File: config.mk
export PLATFORM = sky130hd
export DESIGN_NAME = inst_queue
export DESIGN_NICKNAME = d
export VERILOG_FILES = /design/src/rtl/inst_queue.sv
export SDC_FILE = /design/constraint.sdc
export NUM_CORES = 1
export LEC_CHECK = 0
export BUFFER_PORTS_ARGS = -buffer_cell sky130_fd_sc_hd__buf_4
export CAP_MARGIN = 10
export CELL_PAD_IN_SITES_DETAIL_PLACEMENT = 1
export CELL_PAD_IN_SITES_GLOBAL_PLACEMENT = 1
export CORE_ASPECT_RATIO = 0.9
export CORE_MARGIN = 10
export CORE_UTILIZATION = 40
export CTS_BUF_LIST = sky130_fd_sc_hd__clkbuf_8
export DETAILED_ROUTE_END_ITERATION = 10
export GPL_TIMING_DRIVEN = 0
export PLACE_DENSITY_LB_ADDON = 0.1
export SKIP_CTS_REPAIR_TIMING = 1
export SYNTH_ARGS = -nofsm -noshare
export SYNTH_HDL_FRONTEND = slang
export SYNTH_SLANG_ARGS = --single-unit
File: constraint.sdc
create_clock -name clk -period 23.8 [get_ports clk]
set_clock_uncertainty 0.15 [all_clocks]
set_input_delay 4.76 -clock clk [delete_from_list [all_inputs] [get_ports clk]]
set_output_delay 4.76 -clock clk [all_outputs]
set_load 0.02 [all_outputs]
File: src/rtl/inst_queue.sv
// -----------------------------------------------------------------------------
// inst_queue
//
// Instruction queue between the fetch stage and the scoreboard. Fetch pushes
// one {pc, inst} pair per cycle. The scoreboard consumes up to ISSUE_W head
// entries per cycle in program order. A branch redirect (flush) empties the
// queue. With flush_keep set, a single entry, the MIPS delay slot, is kept.
//
// Parameters
//   DEPTH    : number of entries (power of two, >= 4)
//   ISSUE_W  : number of output slots / max pops per cycle (1..4, <= DEPTH)
//   AFULL_TH : afull asserts when count >= AFULL_TH (1..DEPTH)
//
// Ports
//   clk        : clock, all state changes on the rising edge
//   reset      : asynchronous, active-high reset
//   push_valid : fetch presents {push_pc, push_inst} this cycle
//   push_pc    : PC of the pushed instruction
//   push_inst  : instruction word
//   push_ready : !full; a push is taken when push_valid && push_ready
//   pop_cnt    : number of head entries consumed this cycle
//   flush      : branch redirect
//   flush_keep : qualifies flush; keep the delay-slot entry
//   out_valid  : bit i set when slot i holds an entry
//   out_pc     : slot i PC in bits [32i+31:32i], zero when the slot is invalid
//   out_inst   : slot i instruction, same packing as out_pc
//   count      : current occupancy
//   full       : count == DEPTH
//   afull      : count >= AFULL_TH
//
// Every output depends on registered state only, so fetch and the scoreboard
// never see a combinational path through this block.
// -----------------------------------------------------------------------------
module inst_queue #(
    parameter int DEPTH    = 8,
    parameter int ISSUE_W  = 2,
    parameter int AFULL_TH = 6
) (
    input  logic                         clk,
    input  logic                         reset,
    input  logic                         push_valid,
    input  logic [31:0]                  push_pc,
    input  logic [31:0]                  push_inst,
    output logic                         push_ready,
    input  logic [$clog2(ISSUE_W+1)-1:0] pop_cnt,
    input  logic                         flush,
    input  logic                         flush_keep,
    output logic [ISSUE_W-1:0]           out_valid,
    output logic [32*ISSUE_W-1:0]        out_pc,
    output logic [32*ISSUE_W-1:0]        out_inst,
    output logic [$clog2(DEPTH):0]       count,
    output logic                         full,
    output logic                         afull
);

    localparam int PTR_W = $clog2(DEPTH);
    localparam int CNT_W = PTR_W + 1;

    // Each entry is {pc, inst}.
    logic [63:0]      mem [DEPTH];

    logic [PTR_W-1:0] head_q, tail_q;
    logic [CNT_W-1:0] count_q;

    logic [PTR_W-1:0] head_n, tail_n;
    logic [CNT_W-1:0] count_n;

    logic             full_w;
    logic             push_acc;
    logic             wr_en;
    logic [CNT_W-1:0] pop_req;
    logic [CNT_W-1:0] pop_eff;
    logic [CNT_W-1:0] remain;
    logic [PTR_W-1:0] head_pop;

    // -------------------------------------------------------------------------
    // Handshake and effective pop
    // -------------------------------------------------------------------------
    // Backpressure uses the pre-edge count only: a full queue rejects a push
    // even if the scoreboard frees entries in the same cycle.
    assign full_w   = (count_q == CNT_W'(DEPTH));
    assign push_acc = push_valid && !full_w;

    // pop_cnt can never be wider than count because ISSUE_W <= DEPTH.
    assign pop_req  = CNT_W'(pop_cnt);
    assign pop_eff  = (pop_req < count_q) ? pop_req : count_q;
    assign remain   = count_q - pop_eff;

    // Truncation to PTR_W gives the wrap modulo DEPTH.
    assign head_pop = head_q + PTR_W'(pop_eff);

    // -------------------------------------------------------------------------
    // Next-state logic
    // -------------------------------------------------------------------------
    always_comb begin
        // NOTE: every variable gets a default first so no path leaves one
        // unassigned; otherwise synthesis infers a latch.
        head_n  = head_q;
        tail_n  = tail_q;
        count_n = count_q;
        wr_en   = 1'b0;

        if (flush) begin
            if (!flush_keep) begin
                // Plain redirect: drop everything, same-cycle push/pop ignored.
                head_n  = '0;
                tail_n  = '0;
                count_n = '0;
            end else if (remain != '0) begin
                // Delay slot is the first entry left after this cycle's pop.
                head_n  = head_pop;
                tail_n  = head_pop + PTR_W'(1);
                count_n = CNT_W'(1);
            end else if (push_acc) begin
                // Queue drained by the pop: the incoming push is the delay slot.
                wr_en   = 1'b1;
                head_n  = tail_q;
                tail_n  = tail_q + PTR_W'(1);
                count_n = CNT_W'(1);
            end else begin
                // Nothing to keep. After draining, head_pop already equals tail.
                head_n  = tail_q;
                count_n = '0;
            end
        end else begin
            wr_en   = push_acc;
            head_n  = head_pop;
            if (push_acc) begin
                tail_n = tail_q + PTR_W'(1);
            end
            count_n = count_q + CNT_W'(push_acc) - pop_eff;
        end
    end

    // -------------------------------------------------------------------------
    // State registers
    // -------------------------------------------------------------------------
    always_ff @(posedge clk or posedge reset) begin
        if (reset) begin
            head_q  <= '0;
            tail_q  <= '0;
            count_q <= '0;
        end else begin
            // NOTE: non-blocking assignments make all registers update together
            // from pre-edge values, independent of statement order.
            head_q  <= head_n;
            tail_q  <= tail_n;
            count_q <= count_n;
        end
    end

    // NOTE: the storage array is deliberately not reset; out_valid and the
    // data gating below hide stale contents, and a reset-free array maps onto
    // plain RAM or cheaper flops.
    always_ff @(posedge clk) begin
        if (wr_en) begin
            mem[tail_q] <= {push_pc, push_inst};
        end
    end

    // -------------------------------------------------------------------------
    // Outputs: registered state only, no input feed-through, no bypass
    // -------------------------------------------------------------------------
    for (genvar i = 0; i < ISSUE_W; i++) begin : g_slot
        logic [PTR_W-1:0] idx;
        logic [63:0]      entry;

        assign idx                   = head_q + PTR_W'(i);
        assign entry                 = mem[idx];
        assign out_valid[i]          = (count_q > CNT_W'(i));
        assign out_pc[32*i +: 32]    = out_valid[i] ? entry[63:32] : 32'h0;
        assign out_inst[32*i +: 32]  = out_valid[i] ? entry[31:0]  : 32'h0;
    end

    assign count      = count_q;
    assign full       = full_w;
    assign afull      = (count_q >= CNT_W'(AFULL_TH));
    assign push_ready = !full_w;

    // -------------------------------------------------------------------------
    // Occupancy invariant: count stays within 0..DEPTH and matches the pointer
    // distance. At count == DEPTH the pointers coincide and the low bits of
    // count are zero, so one expression covers every case.
    // -------------------------------------------------------------------------
    assert property (@(posedge clk) disable iff (reset)
        (count_q <= CNT_W'(DEPTH)) &&
        (count_q[PTR_W-1:0] == PTR_W'(tail_q - head_q)))
    else $error("inst_queue occupancy invariant broken");

endmodule

==> out/results.ini <==
[run_status]
outcome=complete, no violations

[floorplanning]
start_util=0.406
die_area_mm2=0.0711
ioPinCount=208
die_h_um=254
coreArea_mm2=0.0600
rows=85
chipWidth_um=280

[worst_setup_path]
r2r_setup_slack_ns=18.05
crit_path_end_kind=flip-flop
r2r-end=mem[6][54]$_DFFE_PP_
crit_fanout=10
path_class=in2reg
worst_r2r_path_depth=19
start_kind=input port
r2r_start=count[2]$_DFF_PP0_
cp.required_ns=24.03
worstPathArrival_ns=9.42

[place]
portBuffers=207
dpl_worst_slack_ns=13.95
placed_area_mm2=0.0277
dp_hpwl_um=51700
gp_congestion=0.730
placed_cells=2398

[logic_synthesis]
seq_area_frac_synth=0.642
synth_cells=1316
syn_nets=1404
synth_compound_area_frac=0.0200
synth-adder-area-share=0.00936
synth_area_mm2=0.0243
yosys.area_share.xor_xnor=0.00324
ys_types=38
postSynthAreaPerCell_um2=18.5
ys_ff_latch=522
synthMuxAreaShare=0.264
synth_top_family_by_area=multiplexers
synth-simple-area-share=0.0409
ys_warn_count=0

[detailed_routing]
antenna_left=0
drtIter0Drc=1378
wl_per_cell_um=28.6
vias=14700
vias_per_cell=5.70
wl_um=73600
drcViolationCount=0
first_pass_iters=5

[grt]
track_usage=0.207
grt_max_degree=13
grt_first_pass_wirelength_um=108000
gr-total-overflow=0
antenna_found_initial=6
grt_pass1_vias=16100

[sta]
tightest_slew_ns=1.15
slew_violations=0
hold_violations=0
worst_slack_ns=14.61
setup_viol=0
relSlewSlack=0.228
fin_crit_sh=0.386
fin_tns_setup_ns=0
fin_crit_ns=9.19
fmax_ghz=0.109
rsz0062_at_grt=false

[cells_and_area]
areaGrowthSynthToFinish_pct=21.2
final_net_count=1798
final_cell_mix=edfxtp_1, buf_4, mux4_2
finalInstanceArea_mm2=0.0295
fin_cells=2573
drive_gt1_frac=0.410
final_common_cell=edfxtp_1

[worst_hold_path]
worst_hold_startpoint=tail_q[2]$_DFF_PP0_
hold_class=reg2reg
holdPathEnd=head_q[2]$_DFF_PP0_
whs_path_depth=2

[power]
power-per-cell-area_mw_per_mm2=146
p_leak_nw=10.4
power_mw=4.31
vdd_drop_max_v=0.0000886

[cts]
clk_pin_slew_worst_paths_ns=0.06
cts_made_buffers=92
cts_tree=built
root_buffer=clkbuf_8
clock_path_buffers=3
htree_levels=3
cts.sinks=522
clock_latency_ns=0.68

[job]
maxCapViolations=0

==> area by class of cell <==
class,count,area (um^2)
multi-input cells,677,8260
clock buffers,98,1350
flip-flops and latches,522,15600
clock inverters,72,388
diodes,4,10.0
fillers,5739,30500
inverters,19,71.3
plain buffers,98,432
well taps,783,980
repair buffers,300,2380
==> where the power goes <==
part | total, mW | switching [mW] | internal [mW]
Sequential | 1.13 | 0.0370 | 1.09
Clock | 0.785 | 0.372 | 0.413
Combinational | 2.40 | 1.39 | 1.01
==> per-stage QoR <==
| step | hold WS, ns | utilization |
|---|---|---|
| after global placement | 0.543 | 0.448 |
| after global routing | 0.629 | 0.492 |
| after detailed placement | 0.545 | 0.463 |
| after CTS | 0.570 | 0.491 |
| final | 0.566 | 0.492 |
| after floorplan | 0.447 | - |
==> critical path: stages <==
cell and delay (ns):
buf_4 0.13, ha_1 0.21, and2_1 0.16, a31oi_1 0.19, buf_2 0.25, nand2_1 0.07
o21ai_0 0.19, ha_1 0.29, or3b_1 0.36, a21oi_1 0.20, nand4_1 0.14, a32oi_2 0.31
a21boi_2 0.23, nor4_2 0.98, buf_6 0.25, buf_4 0.17, buf_4 0.19, buf_4 0.16
buf_4 0.17
==> worst max path at each step <==
stage	from	endpoint	slack [ns]
2_1_floorplan	pop_cnt[1]	mem[3][0]$_DFFE_PP_	9.98
3_3_place_gp	pop_cnt[1]	mem[1][58]$_DFFE_PP_	1.27
3_5_place_dp	pop_cnt[1]	mem[6][58]$_DFFE_PP_	13.95
4_1_cts	pop_cnt[1]	mem[6][54]$_DFFE_PP_	14.65
5_1_grt	pop_cnt[1]	mem[6][54]$_DFFE_PP_	14.35
6_report	pop_cnt[1]	mem[6][54]$_DFFE_PP_	14.61
==> layer usage <==
| layer | vias to the layer above | track usage | routed length, um |
|---|---|---|---|
| met1 | 7857 | 0.267 | 30700 |
| met2 | 484 | 0.347 | 37000 |
| met3 | 100 | 0.0458 | 4460 |
| met5 | - | 0 | 34 |
| met4 | 6 | 0.0568 | 1480 |
| li1 | 6224 | - | - |
==> kinds of logic after synthesis <==
family / after synthesis
AOI/OAI and AO/OA: 86
xor gates and xnor gates: 9
adders and majority gates: 17
buffers and inverters: 117
DFF: 522
muxes: 321
and+or+nand+nor: 244
==> synth_stat cells (all sizes together) <==
library cell | number | area [um^2]
clkbuf | 49 | 184
a211o | 1 | 8.76
mux2i | 64 | 641
dfrtp | 10 | 250
nor2 | 70 | 263
a21oi | 68 | 340
o221ai | 3 | 26.3
xnor2 | 4 | 35.0
nor2b | 1 | 6.26
mux2 | 1 | 11.3
nand4 | 5 | 31.3
mux4 | 256 | 5770
nor4 | 6 | 37.5
nor4b | 1 | 15.0
or3b | 1 | 8.76
o21ai | 3 | 15.0
buf | 49 | 248
a32oi | 1 | 16.3
and2 | 1 | 6.26
inv | 19 | 71.3
a31oi | 2 | 12.5
nand2b | 7 | 43.8
a2bb2oi | 1 | 8.76
ha | 15 | 188
a21boi | 1 | 11.3
xor2 | 5 | 43.8
or3 | 1 | 6.26
o311ai | 1 | 8.76
nor3 | 2 | 10.0
nand3 | 6 | 30.0
o2bb2ai | 1 | 8.76
edfxtp | 512 | 15400
fa | 2 | 40.0
o211ai | 2 | 15.0
a21o | 2 | 15.0
nand2 | 143 | 537
==> state kept, by name, indices dropped and copies added, names as in the netlist <==
name and flops:
head_q 3, tail_q 3, count 4, mem 512
(Power assumes the default switching activity.)
